==> src/rtl/gpsreceiver2_capture.sv <==
// Packs 2-bit GPS front-end samples into bytes and writes them to the receive buffer RAM.
// Optional half-buffer pulse output enabled by defining GPSRECEIVER2_CAPTURE_HALF_EN.
module gpsreceiver2_capture (
    input  logic        sys_clk,
    input  logic        sys_rst_n,
    input  logic [1:0]  sample_i,
    input  logic        sample_stb,
    input  logic        start,
    input  logic        stop,
    input  logic        continuous,
    input  logic [10:0] length,
    output logic [7:0]  rxb0_dat,
    output logic [10:0] rxb0_adr,
    output logic        rxb0_we,
    output logic        busy,
    output logic        done,
    output logic        wrap,
    output logic [11:0] count,
`ifdef GPSRECEIVER2_CAPTURE_HALF_EN
    output logic        half,
`endif
    output logic        dbg_state
);

    // sample_stb is a valid-only qualifier with no ready: the block accepts every strobed
    // sample in CAPTURE and drops it otherwise; rxb0_we is a one-cycle write with no back-pressure.
    typedef enum logic {IDLE = 1'b0, CAPTURE = 1'b1} state_t;

    state_t      state_q, state_d;
    logic [11:0] len_q, len_d;
    logic        cont_q, cont_d;
    logic [10:0] adr_q, adr_d;
    logic [11:0] cnt_q, cnt_d;
    logic [1:0]  pack_q, pack_d;
    logic [5:0]  shreg_q, shreg_d;
    logic        we_q, we_d;
    logic [7:0]  dat_q, dat_d;
    logic [10:0] wadr_q, wadr_d;
    logic        done_q, done_d;
    logic        wrap_q, wrap_d;
    logic        fourth;
    logic        last;
    logic [7:0]  byte_full;
`ifdef GPSRECEIVER2_CAPTURE_HALF_EN
    logic        half_q, half_d;
    logic [11:0] half_mark;
`endif

    always_comb begin
        state_d   = state_q;
        len_d     = len_q;
        cont_d    = cont_q;
        adr_d     = adr_q;
        cnt_d     = cnt_q;
        pack_d    = pack_q;
        shreg_d   = shreg_q;
        we_d      = 1'b0;
        dat_d     = dat_q;
        wadr_d    = wadr_q;
        done_d    = 1'b0;
        wrap_d    = 1'b0;
        byte_full = {shreg_q, sample_i};
        fourth    = (state_q == CAPTURE) && sample_stb && (pack_q == 2'd3);
        last      = ({1'b0, adr_q} == (len_q - 12'd1));
`ifdef GPSRECEIVER2_CAPTURE_HALF_EN
        half_d    = 1'b0;
        half_mark = (len_q >> 1) - 12'd1;
`endif
        case (state_q)
            IDLE: begin
                // stop wins over a coincident start
                if (start && !stop) begin
                    state_d = CAPTURE;
                    len_d   = (length == 11'd0) ? 12'd2048 : {1'b0, length};
                    cont_d  = continuous;
                    adr_d   = 11'd0;
                    cnt_d   = 12'd0;
                    pack_d  = 2'd0;
                    shreg_d = 6'd0;
                end
            end
            CAPTURE: begin
                if (sample_stb) begin
                    shreg_d = byte_full[5:0];
                    pack_d  = pack_q + 2'd1;
                end
                if (fourth) begin
                    we_d   = 1'b1;
                    dat_d  = byte_full;
                    wadr_d = adr_q;
                    if (cnt_q != 12'd2048) cnt_d = cnt_q + 12'd1;
                    adr_d  = adr_q + 11'd1;
                    if (last) begin
                        done_d = !cont_q && !stop;
                        wrap_d = cont_q;
                        if (cont_q) adr_d = 11'd0;
                    end
`ifdef GPSRECEIVER2_CAPTURE_HALF_EN
                    half_d = (len_q != 12'd1) && ({1'b0, adr_q} == half_mark);
`endif
                end
                // done_q marks the final single-shot write cycle; leave right after it
                if (stop || done_q) state_d = IDLE;
            end
            default: state_d = IDLE;
        endcase
    end

    always_ff @(posedge sys_clk or negedge sys_rst_n) begin
        if (!sys_rst_n) begin
            state_q <= IDLE;
            len_q   <= 12'd0;
            cont_q  <= 1'b0;
            adr_q   <= 11'd0;
            cnt_q   <= 12'd0;
            pack_q  <= 2'd0;
            shreg_q <= 6'd0;
            we_q    <= 1'b0;
            dat_q   <= 8'd0;
            wadr_q  <= 11'd0;
            done_q  <= 1'b0;
            wrap_q  <= 1'b0;
        end else begin
            state_q <= state_d;
            len_q   <= len_d;
            cont_q  <= cont_d;
            adr_q   <= adr_d;
            cnt_q   <= cnt_d;
            pack_q  <= pack_d;
            shreg_q <= shreg_d;
            we_q    <= we_d;
            dat_q   <= dat_d;
            wadr_q  <= wadr_d;
            done_q  <= done_d;
            wrap_q  <= wrap_d;
        end
    end

`ifdef GPSRECEIVER2_CAPTURE_HALF_EN
    always_ff @(posedge sys_clk or negedge sys_rst_n) begin
        if (!sys_rst_n) half_q <= 1'b0;
        else            half_q <= half_d;
    end
    assign half = half_q;
`endif

    assign rxb0_we   = we_q;
    assign rxb0_dat  = dat_q;
    assign rxb0_adr  = wadr_q;
    assign done      = done_q;
    assign wrap      = wrap_q;
    assign count     = cnt_q;
    assign busy      = (state_q == CAPTURE);
    assign dbg_state = state_q;

endmodule

==> config.mk <==
export PLATFORM = sky130hd
export DESIGN_NAME = gpsreceiver2_capture
export DESIGN_NICKNAME = d
export VERILOG_FILES = /design/src/rtl/gpsreceiver2_capture.sv
export SDC_FILE = /design/constraint.sdc
export NUM_CORES = 1
export LEC_CHECK = 0
export CAP_MARGIN = 20
export CORE_AREA = 3 3 96 98
export CTS_CLUSTER_SIZE = 25
export DETAILED_ROUTE_END_ITERATION = 16
export DIE_AREA = 0 0 99 101
export PLACE_DENSITY = 0.6
export SLEW_MARGIN = 5
export SYNTH_ARGS = -nofsm -noshare
export SYNTH_HDL_FRONTEND = slang
export SYNTH_SLANG_ARGS = --single-unit
==> constraint.sdc <==
create_clock -name sys_clk -period 2.35 [get_ports sys_clk]
set_input_delay 0.705 -clock sys_clk [delete_from_list [all_inputs] [get_ports sys_clk]]
set_output_delay 0.705 -clock sys_clk [all_outputs]
set_load 0.02 [all_outputs]
# Word-level counts from Yosys, hierarchy flattened
# Index checks and enable logic that the tools add are counted.
dict set report word_totals {
  ram_bits 0
  latchBits 0
  regBits 67
  romBits 0
  out_inout_bits 36
  mem_count 0
  inputBits 19
}
dict set report classes {
  n_addsub 4
  mux 27
  shifts 0
  n_mul 0
  reduce_logical 13
  div 0
  n_lt_le_gt_ge 0
  bitwise_logic 1
  n_eq_ne 7
}
# cell count
set ops {}
lappend ops {{two-way mux 12 bit} 4}
lappend ops {{two-way mux 11 bit} 4}
lappend ops {{one-hot mux 12 bit (2 select lines)} 1}
lappend ops {{one-hot mux 11 bit (2 select lines)} 1}
lappend ops {{adder 12 x 1 -> 12 bit, second input constant} 1}
lappend ops {{equality test 11 x 12 -> 1 bit} 1}
lappend ops {{two-way mux 6 bit} 2}
lappend ops {{inequality test 12 bit, second input constant} 1}
lappend ops {{one-hot mux 6 bit (2 select lines)} 1}
lappend ops {{subtractor 12 x 1 -> 12 bit, second input constant} 1}
lappend ops {{adder 11 x 1 -> 11 bit, second input constant} 1}
lappend ops {{logical NOT 11 bit} 1}
lappend ops {{two-way mux 1 bit} 10}
lappend ops {{AND reduction 2 bit} 4}
lappend ops {{logical AND 1 bit} 4}
lappend ops {{two-way mux 2 bit} 2}
lappend ops {{inequality test 2 x 1 -> 1 bit, second input constant} 2}
lappend ops {{inequality test 2 bit, second input constant} 2}
lappend ops {{one-hot mux 2 bit (2 select lines)} 1}
lappend ops {{AND reduction 3 bit} 1}
lappend ops {{adder 2 x 1 -> 2 bit, second input constant} 1}
lappend ops {{equality test 2 bit, second input constant} 1}
lappend ops {{logical NOT 1 bit} 2}
lappend ops {{one-hot mux 1 bit (2 select lines)} 1}
lappend ops {{other kinds (2)} 2}

# Depth between registers and ports, before layout
# Gate-level depths: netlist of the first run.
dict set report depth {
  ltp_word 5
  ltp_mapped 9
  depth_no_buf 8
}

# Worst setup path before layout of the first run
# Ideal clock, no wire load.
dict set report synth_timing {
  kind {flip-flop to flip-flop}
  from {register len_q[0]}
  to {register adr_q[10]}
  arrival_time_ns 2.349
  path_slack_ns -0.134
  synth_period_minus_slack_ns 2.484
  path_stages_with_launch 10
  cell_sequence {dfrtp_1 > inv_1 > ha_1 > or4b_2 > a2111oi_0 > a31oi_1 > o211ai_1 > and4_4 > buf_6 > o31ai_1}
}
dict set report synth_via {
  elab_chain_cells 5
}
# item line_no
set synth_lines {}
lappend synth_lines {{from (decl)} 30} ;# logic [11:0] len_q, len_d;
lappend synth_lines {{from (signal assigned)} 125} ;# len_q <= len_d;
lappend synth_lines {{subtractor 12 x 1 -> 12 bit} 64} ;# last = ({1'b0, adr_q} == (len_q - 12'd1));
lappend synth_lines {{equality test 11 x 12 -> 1 bit} 64}
lappend synth_lines {{two-way mux 11 bit} 93} ;# if (last) begin
lappend synth_lines {{two-way mux 11 bit} 87} ;# if (fourth) begin
lappend synth_lines {{one-hot mux 11 bit (2 select lines)} 69} ;# case (state_q)
lappend synth_lines {{to (signal assigned)} 127} ;# adr_q <= adr_d;
lappend synth_lines {{to (decl)} 32} ;# logic [10:0] adr_q, adr_d;
# Every way passes these cells. The select of a mux whose other input is x is not followed.
# A chain may end at the register's enable or synchronous reset.

# Final worst setup path of the first run
dict set report layout_timing {
  from {register len_q[8]}
  to {register adr_q[10]}
}
# Same word-level chain as after synthesis.

==> impl_results.md, run 1 <==
- Outcome: finished, final reports clean
- CP Max Fanout: 6
- Reg2Reg Depth: 6
- CTS Root Cell: clkbuf_8
- Tmin final: 2310 ps
- XOR/XNOR Fraction of Synth Area: 7.84%
- Crit path DAT: 2530 ps
- Peak VDD IR: 0.347 mV
- Met1 WL: 3.80 mm
- Metal2 WL: slightly below 4 mm
- Worst Setup End Kind: flip-flop
- Post-DP HPWL: 5.35 mm
- Antenna violations before repair: 0
- CTS tree: yes
- H-tree Lvls: 3
- DRC viols: 0
- Clk buf depth: 2
- Clock Skews: 9.70 ps
- Fillers: 812
- Compound-gate portion of the synthesized area: under 10%
- Post-Route WL: 8.02 mm
- Syn_nets: 406
- Top Ports: 55
- Nets: 484
- Final Hold Viols: 0
- Final max-slew violation count: 0
- Area leader, netlist: dfrtp_1
- Rel. slew slack: 60.8%
- Total die area: roughly 10000 um2
- Core footprint: between 8000 and 9000 um2
- Clock sink total: 67
- Vias in the first global route: 2909
- Worst R2R Setup Slack: roughly 45 ps
- #FFs+latches synth: 67
- Die Height: 101 um
- Sw frac: 28.6%
- Clock transition at path regs: ~80 ps
- Synth top area cells: dfrtp_1, nand2_1, xnor2_1
- Final Setup Violations: 0
- Syn_area_per_cell: 8.77 um2
- Top FF cell, synth: dfrtp_1
- GP Congestion: about 0.82
- Routed vias: 2925
- Asr flop ratio synth: between 90% and 100%
- Wire per inst: between 10 and 15 um
- Pwr Total: just over 3 mW
- Synth Area in Adders: 1.87%
- Ant. Diodes: 0
- P_sw: just under 0.9 mW
- I/O Buffers: 54
- Worst Path Required: 2580 ps
- Vias/cell: 5.10
- Static leakage: roughly 2.1 nW
- Startpoint Class: flip-flop
- Post-synth EDFFs: 0
- Global Route Usage Sum: 17.2%
- Int Pwr: between 2 and 2.5 mW
- Hold-fix buffer count after cts: 0
- PwrDens: 676 nW/um2
- First-pass GRT wire length: 13.9 mm
- Die Width: 99 um
- Inserted Clock Buffers: 9
- Max Cap Violations: 0
- Reg2Reg Launch Point: len_q[8]
- Synth top area share: between 50% and 60%
- Yosys warnings: 0
- RSZ-0062 raised after global routing: true
- First-pass DRT Iterations: 4
- Reg power frac: 43.4%
- Critical path class: flip-flop to flip-flop
- Max Fclk: 434 MHz
- Worst reg2reg path endpoint: adr_q[10]
- Routed wl met3: roughly 230 um
- Post-Synthesis Cells: 382
- Post-synthesis sequential area ratio: 50.0%
- Footprint of the multi-input gates: around 1700 um2
- Comb pwr share: 21.1%
- Gr ovfl total: 0
- Sequential Area: 1680 um2
- P&R area growth vs syn: 35.3%
- Fin util: between 50% and 60%
- Max Used Layer: met4
- Yosys cell types: 46
- Simple-Gate Fraction of Synth Area: 28.5%
- Post-Syn Area: between 3000 and 4000 um2
- Actual slew at the worst max-slew pin: around 580 ps
- Iteration-0 DRC Markers: 102
- Final Cycle Share: between 90% and 100%
- Clk pwr share: about 36%
- Initial core utilization: 39.2%
- Cell Rows: 34
- Clk_lat worst skew: 350 ps
- Remaining antenna violation count: 0
- Multiplexer share of the synthesized area: 0%
- Largest family of logic cells by synthesized area: simple AND/OR/NAND/NOR gates
- Share of layout cells above drive strength 1: ~16%
- Path type of the worst min-delay path: input port to async pin
- Setup TNS: 0 ps
- Largest net degree at the start of global routing: 68
[repair_timing]
action	4_1_cts	5_1_grt
setup endpoints to repair	1	13
setup buffers	3	2
gates resized for setup	4	11
cloned	1	0
pin swaps	3	4
[layout by cell type, fill, tap and decap left out, types with 3 or more instances in the layout]
cell | Yosys | layout
nand2_1 | 120 | 120
dfrtp_1 | 67 | 67
clkdlybuf4s50_1 | 0 | 53
buf_4 | 1 | 33
nor2_1 | 26 | 26
nand3_1 | 19 | 19
xnor2_1 | 18 | 17
xor2_1 | 12 | 12
o21ai_0 | 12 | 12
clkbuf_8 | 0 | 10
and3_1 | 7 | 7
nand4_1 | 7 | 7
o31ai_1 | 5 | 5
nor4_1 | 8 | 5
a21oi_1 | 6 | 5
ha_1 | 5 | 4
inv_1 | 5 | 3
a31oi_1 | 3 | 3
and2_1 | 3 | 3
[final cells by class]
cell class              instances  share of cell area [%]
multi-input cells             288                    36.8
clock buffers                  10                    3.04
repair buffers                 88                    17.7
well taps                     108                    2.98
flip-flops and latches         67                    37.0
clock inverters                 6                    1.96
inverters                       6                   0.497
[synthesized netlist by cell type, types with 3 or more instances]
cell type	count
o21ai_0	12
clkbuf_1	18
a31oi_1	3
nand2_1	120
nand4_1	7
dfrtp_1	67
xor2_1	12
nor2_1	26
a21oi_1	6
and3_1	7
nor3_1	4
inv_1	5
o31ai_1	5
nand3_1	19
xnor2_1	18
nor4_1	8
a22oi_1	3
ha_1	5
and2_1	3
[state kept, by name (all words and copies together), names as in the netlist]
register	cells
rxb0_dat	8
busy	1
pack_q	2
done	1
wrap	1
rxb0_we	1
adr_q	11
rxb0_adr	11
count	12
shreg_q	6
len_q	12
cont_q	1
[routing by layer]
layer | GRT usage [%] | vias to the layer above
li1 | - | 1446
met1 | 23.6 | 1420
met2 | 27.5 | 52
met3 | 2.56 | 7
met4 | 7.04 | 0
met5 | 0 | -
[per-stage QoR]
step	cells	cell area [um2]	worst slack, ps	hold WS (ps)
after floorplan	382	3360	35.0	409
after global placement	551	4180	-82.8	458
after detailed placement	551	4180	-109	453
after CTS	571	4450	0.608	376
after global routing	573	4530	-67.4	395
final	573	4530	44.6	369
[power by group through the flow]
stage	Clock, mW	Combinational, mW	Sequential [mW]
finish	1.09	0.647	1.33
global route	1.16	0.715	1.34
CTS	1.11	0.609	1.33
detailed placement	0	0.578	1.35
global placement	0	0.566	1.34
floorplan	0	0.269	1.39
[worst max-delay path by stage]
stage | startpoint | endpoint | slack (ps) | cells after the start
after floorplan | len_q[6] | adr_q[10] | 30 | 7
after global placement | start | count[10] | -80 | 7
after detailed placement | start | count[8] | -110 | 7
after CTS | len_q[1] | adr_q[5] | 0.6 | 8
after global routing | len_q[0] | adr_q[4] | -70 | 9
final | len_q[8] | adr_q[10] | 40 | 6
[cells by family after synthesis]
group           after synthesis
simple gates                210
flops                        67
compound gates               42
xor+xnor                     30
buf+inv                      28
fa+ha+maj                     5
[worst max-delay path: stages (launching register included)]
cell and delay, ps:
dfrtp_1 370, or4_4 530, or3_4 350, or4_4 420
o211ai_2 120, and4_4 320, o31ai_1 80
No activity file was read; power rests on OpenSTA's default activity.
==> run 2, diff against run 1 <==
--- a/config.mk
+++ b/config.mk
@@ -10,7 +10,7 @@
 export CTS_CLUSTER_SIZE = 25
 export DETAILED_ROUTE_END_ITERATION = 16
 export DIE_AREA = 0 0 99 101
-export PLACE_DENSITY = 0.6
+export PLACE_DENSITY = 0.73
 export SLEW_MARGIN = 5
 export SYNTH_ARGS = -nofsm -noshare
 export SYNTH_HDL_FRONTEND = slang
==> constraint.sdc (replaced) <==
create_clock -name sys_clk -period 2.35 [get_ports sys_clk]
set_input_delay 0.705 -clock sys_clk [delete_from_list [all_inputs] [get_ports sys_clk]]
set_output_delay 0.705 -clock sys_clk [all_outputs]
set_load 0.01 [all_outputs]
==> run 2 against run 1 <==
Net effect: via count decreased by 2.1%; power decreased by 2.2%; first-iteration DRC count decreased by 20%; sequential share of layout area increased by 0.70 points; clock-buffer cell count increased by 1; utilization decreased by 0.95 points; sequential power about the same; cell area decreased by 1.8%; die area unchanged.
==> impl_results.md, run 2 (synthesis gave the netlist of run 1 again) <==
- Gr ovfl total: 0
- Int Pwr: 2.17 mW
- Startpoint Class: flip-flop
- Vias/cell: about 5.1
- Worst Setup End Kind: flip-flop
- H-tree Lvls: 3
- P_sw: just over 0.8 mW
- Fillers: 797
- Actual slew at the worst max-slew pin: about 520 ps
- First-pass DRT Iterations: 4
- Most used cell, CP: or4_4
- CP Cell Sequence: or4_4 -> or3_4 -> or4_4 -> o211ai_4 -> and4_4 -> a22oi_1
- CTS tree: yes
- Post-Route WL: 7.60 mm
- Vias in the first global route: roughly 2.9k
- Routed vias: 2864
- Ant. Diodes: 0
- Rel. slew slack: 65.4%
- Setup TNS: 0 ps
- Clk_lat worst skew: 350 ps
- CP Max Fanout: 6
- Die Width: 99 um
- Placed Cells: 547
- Antenna violations before repair: 0
- Worst Path Required: roughly 2600 ps
- Wire per inst: 13.4 um
- Max Fclk: roughly 430 MHz
- Top Ports: 55
- Non-filler cells, final: 566
- Remaining antenna violation count: 0
- Final Cycle Share: just under 100%
- Iteration-0 DRC Markers: 82
- Cell Rows: 34
- Critical path class: flip-flop to flip-flop
- Sequential Area: 1680 um2
- Peak VDD IR: 0.362 mV
- Clock sink total: 67
- Clock Skews: 8.96 ps
- Sw frac: 27.5%
- Post-DP HPWL: 5.31 mm
- Most frequent cells in the layout: nand2_1, dfrtp_1, clkdlybuf4s50_1, nor2_1, buf_4
- Cell with the largest stage delay on the worst path: or4_4
- Reg power frac: ~44%
- Core footprint: between 8000 and 9000 um2
- Clk pwr share: 36.4%
- Comb pwr share: 19.1%
- I/O Buffers: 54
- CTS Root Cell: clkbuf_8
- Final max-slew violation count: 0
- Final Hold Viols: 0
- Path type of the worst min-delay path: input port to async pin
- Commonest non-fill, non-tap cell in the layout: nand2_1
- Die Height: 101 um
- P&R area growth vs syn: 32.9%
- Hold-fix buffer count after cts: 0
- Share of layout cells above drive strength 1: 13.5%
- Final Setup Violations: 0
- Clk buf depth: 2
- Nets: 477
- Setup WS post-layout: 31.6 ps
- Reg2Reg Launch Point: len_q[8]
- Tmin final: between 2000 and 2500 ps
- Max Cap Violations: 0
- Footprint of the multi-input gates: 1630 um2
- Largest net degree at the start of global routing: ~70
- Global Route Usage Sum: between 10% and 20%
- Static leakage: approximately 2.0 nW
- Clock transition at path regs: 80 ps
- Slowest cell delay on critical path: 540 ps
- Outcome: finished, final reports clean
- DRC viols: 0
- Crit path launch: len_q[8]
- Total die area: ~10000 um2
- GP Congestion: 0.847
- Inserted Clock Buffers: 9
- RSZ-0062 raised after global routing: true
- Setup WS pre-CTS: -140 ps
- PwrDens: 672 nW/um2
- First-pass GRT wire length: 13.2 mm
- Crit path DAT: about 2500 ps
- Initial core utilization: 39.2%
run 2: changes by cell type in the layout (fill, tap and decap cells not counted), sizes merged:
cell,delta
inv,+1
clkinv,-2
buf,-7
clkbuf,+1
run 2: power groups by stage:
stage | sequential, mW | clock [mW] | combinational [mW]
after global routing | 1.34 | 1.17 | 0.639
final | 1.33 | 1.09 | 0.573
after global placement | 1.34 | 0 | 0.520
after CTS | 1.33 | 1.11 | 0.558
after floorplan | 1.36 | 0 | 0.268
after detailed placement | 1.35 | 0 | 0.538
run 2: critical path: cells and delay by family (launching register included):
family	cells	cell delay [ps]
and+or+nand+nor	4	1640
DFF	1	380
AOI/OAI and AO/OA	2	180
run 2: per-stage QoR:
step                util [%]  hold WS [ps]  power (mW)  area [um2]
floorplan                  -           409        1.63        3360
global placement        48.6           455        1.86        4160
detailed placement      48.6           455        1.89        4160
CTS                     51.6           372        2.99        4410
global route            52.1           381        3.15        4450
finish                  52.1           355        2.99        4450
run 2: repair_timing:
item | 4_1_cts | 5_1_grt
setup endpoints to repair | 7 | 13
pin swaps | 2 | 3
resized for setup | 2 | 7
gates cloned | 1 | 0
setup buffers | 1 | 1
run 2: worst paths after layout:
check | end | depth (start not counted) | slack [ps]
max | adr_q[5] | 6 | 30
max reg2reg | adr_q[5] | 6 | 30
min in group sys_clk | rxb0_dat[6] | 2 | 470
min reg2reg | rxb0_dat[6] | 2 | 470
max in group asynchronous | len_q[3] | 2 | 1680
min | count[6] | 2 | 350
run 2: area by class of cell:
class	count	area share, %
flip-flops and latches	67	37.7
multi-input cells	288	36.6
repair buffers	81	17.1
clock buffers	11	3.18
well taps	108	3.04
clock inverters	5	1.88
inverters	6	0.506
run 2: routing by layer:
metal	vias up	routed length (um)	global-route usage, %	share of wire [%]
li1	1439	-	-	-
met1	1350	3610	21.3	47
met2	64	3550	26.4	47
met3	11	317	2.77	4.2
met4	0	126	7.04	1.7
met5	-	0	0	0
